--- src/rtl/mc_controller.sv ---
`timescale 1ns/1ps
`default_nettype none
// ============================================================================
// Module      : mc_controller
// Description : Multicycle MIPS-subset main control FSM. It sequences fetch,
//               decode and per-instruction execution states for lw, sw,
//               R-type, beq, addi and j, and derives the datapath controls.
// Revision    : 1.0 - initial release
// ============================================================================
module mc_controller (
  input  logic       clk,
  input  logic       reset,
  input  logic [5:0] op,
  input  logic [5:0] funct,
  input  logic       zero,
  output logic       memwrite,
  output logic       iord,
  output logic       irwrite,
  output logic       pcen,
  output logic       regwrite,
  output logic       regdst,
  output logic       memtoreg,
  output logic       alusrca,
  output logic [1:0] alusrcb,
  output logic [2:0] alucontrol,
  output logic [1:0] pcsrc,
  output logic [3:0] state
);

  localparam logic [3:0] S_FETCH   = 4'd0;
  localparam logic [3:0] S_DECODE  = 4'd1;
  localparam logic [3:0] S_MEMADR  = 4'd2;
  localparam logic [3:0] S_MEMRD   = 4'd3;
  localparam logic [3:0] S_MEMWB   = 4'd4;
  localparam logic [3:0] S_MEMWR   = 4'd5;
  localparam logic [3:0] S_EXECUTE = 4'd6;
  localparam logic [3:0] S_ALUWB   = 4'd7;
  localparam logic [3:0] S_BRANCH  = 4'd8;
  localparam logic [3:0] S_ADDIEXE = 4'd9;
  localparam logic [3:0] S_ADDIWB  = 4'd10;
  localparam logic [3:0] S_JUMP    = 4'd11;

  localparam logic [5:0] OP_RTYPE = 6'b000000;
  localparam logic [5:0] OP_LW    = 6'b100011;
  localparam logic [5:0] OP_SW    = 6'b101011;
  localparam logic [5:0] OP_BEQ   = 6'b000100;
  localparam logic [5:0] OP_ADDI  = 6'b001000;
  localparam logic [5:0] OP_J     = 6'b000010;

  localparam logic [2:0] ALU_AND = 3'b000;
  localparam logic [2:0] ALU_OR  = 3'b001;
  localparam logic [2:0] ALU_ADD = 3'b010;
  localparam logic [2:0] ALU_SUB = 3'b110;
  localparam logic [2:0] ALU_SLT = 3'b111;

  logic [3:0] next_state;
  logic [2:0] funct_alu;
  logic       funct_legal;
  logic       pcwrite;
  logic       branch;
  logic       memwrite_raw;
  logic       irwrite_raw;
  logic       regwrite_raw;

  // State register; reset always returns to FETCH, aborting any instruction
  always_ff @(posedge clk) begin
    if (reset) state <= S_FETCH;
    else       state <= next_state;
  end

  // R-type funct decode; an unknown funct falls back to add and is flagged
  always_comb begin
    funct_legal = 1'b1;
    funct_alu   = ALU_ADD;
    case (funct)
      6'b100000: funct_alu = ALU_ADD;
      6'b100010: funct_alu = ALU_SUB;
      6'b100100: funct_alu = ALU_AND;
      6'b100101: funct_alu = ALU_OR;
      6'b101010: funct_alu = ALU_SLT;
      default: begin
        funct_alu   = ALU_ADD;
        funct_legal = 1'b0;
      end
    endcase
  end

  // Next-state logic; op/funct only matter in DECODE, MEMADR and EXECUTE
  always_comb begin
    next_state = S_FETCH;
    case (state)
      S_FETCH:  next_state = S_DECODE;
      S_DECODE: begin
        case (op)
          OP_LW, OP_SW: next_state = S_MEMADR;
          OP_RTYPE:     next_state = S_EXECUTE;
          OP_BEQ:       next_state = S_BRANCH;
          OP_ADDI:      next_state = S_ADDIEXE;
          OP_J:         next_state = S_JUMP;
          default:      next_state = S_FETCH;
        endcase
      end
      S_MEMADR:  next_state = (op == OP_SW) ? S_MEMWR : S_MEMRD;
      S_MEMRD:   next_state = S_MEMWB;
      S_EXECUTE: next_state = funct_legal ? S_ALUWB : S_FETCH;
      S_ADDIEXE: next_state = S_ADDIWB;
      default:   next_state = S_FETCH;
    endcase
  end

  // Moore outputs per state; only EXECUTE's ALU code also looks at funct
  always_comb begin
    memwrite_raw = 1'b0;
    irwrite_raw  = 1'b0;
    regwrite_raw = 1'b0;
    pcwrite      = 1'b0;
    branch       = 1'b0;
    iord         = 1'b0;
    regdst       = 1'b0;
    memtoreg     = 1'b0;
    alusrca      = 1'b0;
    alusrcb      = 2'b00;
    alucontrol   = ALU_ADD;
    pcsrc        = 2'b00;
    case (state)
      S_FETCH: begin
        irwrite_raw = 1'b1;
        pcwrite     = 1'b1;
        alusrcb     = 2'b01;
      end
      S_DECODE:  alusrcb = 2'b11;
      S_MEMADR: begin
        alusrca = 1'b1;
        alusrcb = 2'b10;
      end
      S_MEMRD:   iord = 1'b1;
      S_MEMWB: begin
        regwrite_raw = 1'b1;
        memtoreg     = 1'b1;
      end
      S_MEMWR: begin
        iord         = 1'b1;
        memwrite_raw = 1'b1;
      end
      S_EXECUTE: begin
        alusrca    = 1'b1;
        alucontrol = funct_alu;
      end
      S_ALUWB: begin
        regwrite_raw = 1'b1;
        regdst       = 1'b1;
      end
      S_BRANCH: begin
        alusrca    = 1'b1;
        alucontrol = ALU_SUB;
        pcsrc      = 2'b01;
        branch     = 1'b1;
      end
      S_ADDIEXE: begin
        alusrca = 1'b1;
        alusrcb = 2'b10;
      end
      S_ADDIWB:  regwrite_raw = 1'b1;
      S_JUMP: begin
        pcsrc   = 2'b10;
        pcwrite = 1'b1;
      end
      // Unused encodings 12-15 drive everything, including the ALU code, low
      default:   alucontrol = 3'b000;
    endcase
  end

  // Write enables are squashed while reset is high so an aborted write is lost
  assign memwrite = memwrite_raw & ~reset;
  assign irwrite  = irwrite_raw  & ~reset;
  assign regwrite = regwrite_raw & ~reset;
  assign pcen     = (pcwrite | (branch & zero)) & ~reset;

endmodule
`default_nettype wire

--- config.mk ---
export PLATFORM = sky130hd
export DESIGN_NAME = mc_controller
export DESIGN_NICKNAME = d
export VERILOG_FILES = /design/src/rtl/mc_controller.sv
export SDC_FILE = /design/constraint.sdc
export NUM_CORES = 1
export LEC_CHECK = 0
export ABC_AREA = 1
export CAP_MARGIN = 20
export CORE_MARGIN = 2
export CORE_UTILIZATION = 38
export CTS_BUF_LIST = sky130_fd_sc_hd__clkbuf_2
export DETAILED_ROUTE_END_ITERATION = 7
export PLACE_DENSITY = 0.9
export SLEW_MARGIN = 20
export SYNTH_ARGS = -nofsm -noshare
export SYNTH_HDL_FRONTEND = slang
export SYNTH_SLANG_ARGS = --single-unit
--- constraint.sdc ---
create_clock -name clk -period 1.2 [get_ports clk]
set_clock_uncertainty 0.05 [all_clocks]
set_input_delay 0.24 -clock clk [delete_from_list [all_inputs] [get_ports clk]]
set_output_delay 0.24 -clock clk [all_outputs]
set_load 0.05 [all_outputs]
==> results of run 1 <==
-- metrics by stage --
| stage | hold slack [ns] | cells | setup slack, ns | cell area (um^2) |
|---|---|---|---|---|
| 2_1_floorplan | 0.253 | 112 | -0.476 | 753 |
| 3_3_place_gp | 0.608 | 190 | -0.496 | 1510 |
-- logic make-up after synthesis --
family                 Yosys count  share of synthesized area [%]
AND/OR/NAND/NOR                 77                           63.3
buffers and inverters           24                           15.8
flip-flops                       4                           14.1
AO/OA/AOI/OAI                    7                           6.81
-- Yosys cell counts --
cell type and count:
nor2_1 29, o21ai_0 2, nand3_1 12, nand2_2 3, o31ai_1 1, nand4_1 2
a31oi_1 1, nor2_4 3, nand2_1 24, nor2_2 2, inv_2 2, nand4_2 1
nand2_4 1, inv_1 22, a21oi_1 3, dfxtp_1 4
==> impl_metrics.env, run 1 <==
export IMPL_run_status="did not finish"
export IMPL_haltStage="detailed placement"
export IMPL_flow_first_error="[ERROR DPL-0038] Utilization greater than 100%, impossible to legalize"
export IMPL_syn_num_nets=127
export IMPL_ys_types=16
export IMPL_synth_top_cells_by_area="nor2_1, nand2_1, inv_1, dfxtp_1, nand3_1"
export IMPL_die_x_um=42.7
export IMPL_io_buffers=33
export IMPL_yosys_area_top_type="nor2_1"
export IMPL_die_h_um=42.7
export IMPL_initial_utilization_pct=42.2
export IMPL_mapped_avg_cell_area_um2=5.08
export IMPL_ys_warn_count=0
export IMPL_rows=13
export IMPL_yosysSeqAreaShare_pct=14.1
export IMPL_mappedNetlistArea_um2=569
export IMPL_gp_congestion=0.814
export IMPL_cell_count_after_synthesis=112
export IMPL_floorplan_io_pins=34
export IMPL_yosys_register_bits=4
export IMPL_synth_top_cell_area_share_pct=19.1
==> run 2, diff against run 1 <==
--- a/config.mk
+++ b/config.mk
@@ -7,11 +7,10 @@
 export LEC_CHECK = 0
 export ABC_AREA = 1
 export CAP_MARGIN = 20
-export CORE_MARGIN = 2
-export CORE_UTILIZATION = 38
-export CTS_BUF_LIST = sky130_fd_sc_hd__clkbuf_2
+export CORE_AREA = 2 2 63 65
 export DETAILED_ROUTE_END_ITERATION = 7
-export PLACE_DENSITY = 0.9
+export DIE_AREA = 0 0 65 67
+export PLACE_DENSITY_LB_ADDON = 0.15
 export SLEW_MARGIN = 20
 export SYNTH_ARGS = -nofsm -noshare
 export SYNTH_HDL_FRONTEND = slang
==> impl_metrics.env, run 2 <==
export IMPL_setup_viol=22
export IMPL_critical_path_endpoint="pcen"
export IMPL_drt_wirelength_per_cell_um=10.0
export IMPL_utilization_pct=49.0
export IMPL_hold_viol=0
export IMPL_max_flop_register="state"
export IMPL_cell_count_after_synthesis=112
export IMPL_seqPwrFrac_pct=17.3
export IMPL_die_h_um=67
export IMPL_nature_of_the_critical_path_startpoint="flip-flop"
export IMPL_yosys_register_bits=4
export IMPL_yosysMostFrequentCell="nor2_1"
export IMPL_yosysSeqAreaShare_pct=14.1
export IMPL_grt_antenna_before_repair=0
export IMPL_power_switching_fraction_pct=33.6
export IMPL_final_critical_path_setup_slack_ns=-0.377
export IMPL_async_set_or_reset_flop_fraction_in_the_synthesized_netlist_pct=0
export IMPL_synth_common_cells="nor2_1, nand2_1, inv_1"
export IMPL_die_x_um=65
export IMPL_critical_path_max_fanout=5
export IMPL_p_switching_mw=0.276
export IMPL_placed_insts=225
export IMPL_crit_path_cell_trace="inv_6, nand2_4, nor2_4, nand2_2, a31oi_4, buf_12"
export IMPL_worst_r2r_cell_count=10
export IMPL_maxSlewHeadroom_pct=86.8
export IMPL_static_leakage_power_nw=0.813
export IMPL_route_detailed_drc=0
export IMPL_die_area_mm2=0.00436
export IMPL_io_buffers=33
export IMPL_synth_top_cell_area_share_pct=19.1
export IMPL_ys_types=16
export IMPL_critical_path_class="flip-flop to output pin"
export IMPL_dpl_hpwl_mm=1.94
export IMPL_dr_first_iter_drc_count=15
export IMPL_worst_slew_pin_transition_ns=0.197
export IMPL_mappedNetlistArea_um2=569
export IMPL_synth_top_cells_by_area="nor2_1, nand2_1, inv_1, dfxtp_1, nand3_1"
export IMPL_clock_sink_count=4
export IMPL_gp_congestion=0.782
export IMPL_layoutNonFillerInstCount=236
export IMPL_floorplan_io_pins=34
export IMPL_layout_cell_area_non_filler_mm2=0.00177
export IMPL_power_per_cell_area_mw_per_mm2=464
export IMPL_globalRoute_totalOverflow=0
export IMPL_placed_area_mm2=0.00156
export IMPL_syn_num_nets=127
export IMPL_layout_top_registers="state: 4 flops"
export IMPL_initial_utilization_pct=15.8
export IMPL_worst_ep_arrival_time_ns=1.29
export IMPL_r2r_slack_ns=-0.21
export IMPL_cts_root_buffer_cell="clkbuf_8"
export IMPL_largest_register_ff_count=4
export IMPL_drt_pass1_iterations=4
export IMPL_worst_hold_path_type="primary input to flip-flop"
export IMPL_cpPeakStageDelay_ns=0.38
export IMPL_ys_warn_count=0
export IMPL_first_global_vias=981
export IMPL_max_freq_mhz=634
export IMPL_worst_setup_path_startpoint="state[1]"
export IMPL_cts_made_buffers=3
export IMPL_most_used_flip_flop_cell_after_synthesis="dfxtp_1"
export IMPL_global_route_wire_length_before_repair_mm=4.11
export IMPL_finalCritPeriodShare_pct=131
export IMPL_insertedDiodeCount=0
export IMPL_synthToLayoutAreaGrowth_pct=210
export IMPL_worstPathRequired_ns=0.91
export IMPL_layout_commonest_cell="buf_4"
export IMPL_ant_nets=0
export IMPL_clockBufferDepth=2
export IMPL_rows=22
export IMPL_postCtsHoldBufs=0
export IMPL_internal_power_mw=0.544
export IMPL_grt_setup_unrepaired="yes"
export IMPL_place_ws_ns=-0.560
export IMPL_hold_slack_ns=0.676
export IMPL_min_period_ns=1.58
export IMPL_r2r_start="state[3]"
export IMPL_rr_endpoint="state[1]"
export IMPL_power_frac_clock_pct=34.2
export IMPL_yosys_area_top_type="nor2_1"
export IMPL_failed_checks="setup timing"
export IMPL_comb_power_share_pct=48.5
export IMPL_drt_wl_total_mm=2.37
export IMPL_grt_max_degree=6
export IMPL_core_mm2=0.00361
export IMPL_vdd_ir_drop_worst_mv=0.168
export IMPL_clock_tree_from_tritoncts="built"
export IMPL_grt_total_usage_pct=12.2
export IMPL_reported_max_cap_violation_count=0
export IMPL_sort_of_element_at_the_end_of_the_critical_path="output pin"
export IMPL_synth_enable_flop_cells=0
export IMPL_timing_final_max_slew_violations=0
export IMPL_cts_htree_levels=1
export IMPL_insertion_delay_ns=0.22
export IMPL_clkTransAtPathRegs_ns=0.03
export IMPL_run_status="finished, violations left"
export IMPL_mapped_avg_cell_area_um2=5.08
export IMPL_layout_cells_sized_above_1_pct=61.7
export IMPL_detail_route_vias_per_cell=4.07
export IMPL_total_number_of_vias=960
export IMPL_standard_cell_with_the_maximum_stage_delay_on_the_critical_path="dfxtp_4"
export IMPL_filler_cell_count=358
export IMPL_final_net_count=205
export IMPL_final_cell_mix="buf_4, nor2_1, buf_12"
run 2: cell counts after synthesis:
Identical to the previous run, type by type.
run 2: cells by family (layout without fill, tap and decap cells):
kind of cell | after synthesis | in the layout | synth area share (%)
AOI/OAI and AO/OA | 7 | 7 | 6.81
buffers and inverters | 24 | 100 | 15.8
DFF | 4 | 4 | 14.1
and+or+nand+nor | 77 | 77 | 63.3
run 2: stage by stage:
| step | power, mW | setup TNS (ns) |
|---|---|---|
| floorplan | 0.307 | -2.58 |
| global route | 0.863 | -6.64 |
| finish | 0.820 | -5.54 |
| detailed placement | 0.517 | -4.32 |
| CTS | 0.824 | -5.39 |
| global placement | 0.513 | -4.07 |
run 2: cell type report:
class,count,area (um^2),area share (%)
clock buffers,3,41.3,2.34
inverters,24,105,5.95
multi-input cells,84,619,35.1
flip-flops and latches,4,95.1,5.38
well taps,48,60.1,3.40
repair buffers,73,846,47.9
run 2: how the worst min path moves through the flow:
stage,startpoint,end,slack (ns),cells past startpoint
detailed placement,state[0],state[0],0.72,6
global placement,state[0],state[0],0.71,6
finish,funct[3],state[2],0.68,7
global route,funct[3],state[0],0.71,7
CTS,funct[3],state[2],0.69,7
floorplan,reset,state[0],0.25,1
run 2: metal layers:
layer  global-route usage, %  part of all wire [%]  wire [um]  up-vias
met3                    2.20                   6.5        154        0
met1                    12.8                    40        939      432
met2                    23.8                    54       1270       29
li1                        -                     -          -      499
met5                       0                     0          0        -
met4                    4.79                     0          0        0
run 2: power groups by stage:
stage,sequential (mW),combinational (mW),clock [mW]
after floorplan,0.157,0.150,0
final,0.141,0.398,0.280
after global placement,0.141,0.372,0
after detailed placement,0.141,0.376,0
after CTS,0.140,0.396,0.288
after global routing,0.142,0.425,0.296
run 2: critical path, delay by kind of cell, from the launching register on:
kind,cells,cell delay [ns]
AOI/OAI and AO/OA,1,0.16
buffers and inverters,2,0.24
DFF,1,0.38
and+or+nand+nor,3,0.29
run 2: repair_timing:
| action | CTS | global route |
|---|---|---|
| setup endpoints to repair | 20 | 22 |
| gates resized for setup | 32 | 5 |
| setup buffers | 7 | 4 |
| pin swaps | 24 | 4 |
(Power assumes the default switching activity.)
==> run 3, diff against run 2 <==
--- a/config.mk
+++ b/config.mk
@@ -7,10 +7,11 @@
 export LEC_CHECK = 0
 export ABC_AREA = 1
 export CAP_MARGIN = 20
-export CORE_AREA = 2 2 63 65
+export CORE_AREA = 5 5 66 68
 export DETAILED_ROUTE_END_ITERATION = 7
-export DIE_AREA = 0 0 65 67
+export DIE_AREA = 0 0 71 73
 export PLACE_DENSITY_LB_ADDON = 0.15
+export SETUP_SLACK_MARGIN = 0.5
 export SLEW_MARGIN = 20
 export SYNTH_ARGS = -nofsm -noshare
 export SYNTH_HDL_FRONTEND = slang
==> impl_metrics.env, run 3 (synthesis gave the netlist of run 2 again) <==
export IMPL_floorplan_io_pins=34
export IMPL_final_net_count=211
export IMPL_layout_commonest_cell="buf_4"
export IMPL_clock_tree_from_tritoncts="built"
export IMPL_die_x_um=71
export IMPL_die_area_mm2=0.00518
export IMPL_min_period_ns=1.60
export IMPL_filler_cell_count=390
export IMPL_dr_first_iter_drc_count=10
export IMPL_cts_made_buffers=3
export IMPL_worst_slew_pin_transition_ns=0.199
export IMPL_standard_cell_with_the_maximum_stage_delay_on_the_critical_path="dfxtp_4"
export IMPL_sort_of_element_at_the_end_of_the_critical_path="output pin"
export IMPL_power_per_cell_area_mw_per_mm2=446
export IMPL_final_cell_mix="buf_4, buf_12, nor2_1"
export IMPL_layout_cells_sized_above_1_pct=66.5
export IMPL_clockBufferDepth=2
export IMPL_dpl_hpwl_mm=2.06
export IMPL_insertedDiodeCount=0
export IMPL_worst_ep_arrival_time_ns=1.31
export IMPL_worst_hold_path_type="primary input to flip-flop"
export IMPL_cell_repeated_most_along_the_worst_path="nor2_4"
export IMPL_initial_utilization_pct=15.0
export IMPL_cp_num_buf_inv=4
export IMPL_cpPeakStageDelay_ns=0.36
export IMPL_max_freq_mhz=627
export IMPL_final_critical_path_setup_slack_ns=-0.396
export IMPL_synthToLayoutAreaGrowth_pct=228
export IMPL_largest_register_ff_count=4
export IMPL_grt_setup_unrepaired="yes"
export IMPL_detail_route_vias_per_cell=3.99
export IMPL_timing_final_max_slew_violations=0
export IMPL_critical_path_max_fanout=4
export IMPL_nature_of_the_critical_path_startpoint="flip-flop"
export IMPL_cts_root_buffer_cell="clkbuf_8"
export IMPL_p_total_mw=0.834
export IMPL_crit_path_cell_trace="nor2_4, buf_6, inv_4, nor2_4, inv_2, nand4_1, buf_12"
export IMPL_global_route_wire_length_before_repair_mm=4.31
export IMPL_drt_wirelength_per_cell_um=10.7
export IMPL_total_number_of_vias=974
export IMPL_clkTransAtPathRegs_ns=0.03
export IMPL_route_detailed_drc=0
export IMPL_finalCritPeriodShare_pct=133
export IMPL_rows=23
export IMPL_failed_checks="setup timing"
export IMPL_core_mm2=0.00380
export IMPL_globalRoute_totalOverflow=0
export IMPL_layoutNonFillerInstCount=244
export IMPL_gp_congestion=0.846
export IMPL_first_global_vias=997
export IMPL_critical_path_class="flip-flop to output pin"
export IMPL_worstPathRequired_ns=0.91
export IMPL_grt_antenna_before_repair=0
export IMPL_place_ws_ns=-0.549
export IMPL_reported_max_cap_violation_count=0
export IMPL_clock_sink_count=4
export IMPL_die_h_um=73
export IMPL_grt_total_usage_pct=10.3
export IMPL_hold_viol=0
export IMPL_cts_htree_levels=1
export IMPL_max_flop_register="state"
export IMPL_io_buffers=33
export IMPL_multiInputGateArea_um2=658
export IMPL_maxSlewHeadroom_pct=86.7
export IMPL_setup_viol=22
export IMPL_static_leakage_power_nw=0.873
export IMPL_layout_top_registers="state: 4 flops"
export IMPL_placed_insts=230
export IMPL_critical_path_top_delay_family="buffers and inverters"
export IMPL_vdd_ir_drop_worst_mv=0.486
export IMPL_regArea_um2=95.1
export IMPL_placed_area_mm2=0.00159
export IMPL_drt_pass1_iterations=4
export IMPL_run_status="finished, violations left"
export IMPL_drt_wl_total_mm=2.61
export IMPL_ant_nets=0
export IMPL_layout_cell_area_non_filler_mm2=0.00187
export IMPL_insertion_delay_ns=0.22
export IMPL_grt_max_degree=6
==> run 3: cell types whose count changed in the layout (fill, tap and decap cells not counted), sizes merged <==
cell	previous run	this run
buf	59	65
dlygate4sd2	6	7
clkdlybuf4s50	8	7
==> run 3: tightest hold or removal path, cell delays in order <==
cell	delay, ns
dlygate4sd2_1	0.25
nor2_2	0.07
nand3_1	0.08
a21oi_2	0.05
nand2_1	0.05
nor2_1	0.04
nor2_1	0.06
==> run 3: repair_timing <==
action                     4_1_cts  5_1_grt
resized for setup               38       12
hold buffers                     0        0
pin swaps                       22        5
setup endpoints to repair       23       23
buffers inserted                 9        2
==> run 3: layer usage <==
metal	track usage, %	wire, um	part of all wire [%]
met4	1.25	0	0
met3	3.03	119	4.6
met2	17.3	1310	50
met5	0	0	0
met1	13.6	1180	45
==> run 3: path summary, 6_finish.rpt <==
path | startpoint | to | slack, ns | cells after the start
setup / recovery | state[3] | alusrca | -0.40 | 7
setup reg to reg | state[0] | state[2] | -0.14 | 9
hold reg to reg | state[0] | state[0] | 0.66 | 5
hold / removal | op[2] | state[1] | 0.62 | 7
==> run 3: layout make-up <==
type	count	area share [%]
clock buffer	3	2.21
inverter	24	5.76
multi-input combinational	84	35.2
sequential	4	5.09
tap	50	3.35
timing repair buffer	79	48.4
==> run 3: power by group <==
part / internal (mW) / total (mW) / switching (mW)
Clock: 0.214 / 0.280 / 0.0666
Sequential: 0.133 / 0.145 / 0.0126
Combinational: 0.205 / 0.409 / 0.203
Total: 0.551 / 0.834 / 0.283
==> run 3: per-stage QoR <==
stage | utilization [%] | hold WS [ns] | setup TNS [ns]
6_report | 49.2 | 0.618 | -5.35
5_1_grt | 49.2 | 0.667 | -6.58
4_1_cts | 47.8 | 0.607 | -5.32
3_5_place_dp | 42.0 | 0.643 | -4.49
3_3_place_gp | 42.0 | 0.660 | -4.34
2_1_floorplan | - | 0.253 | -2.55
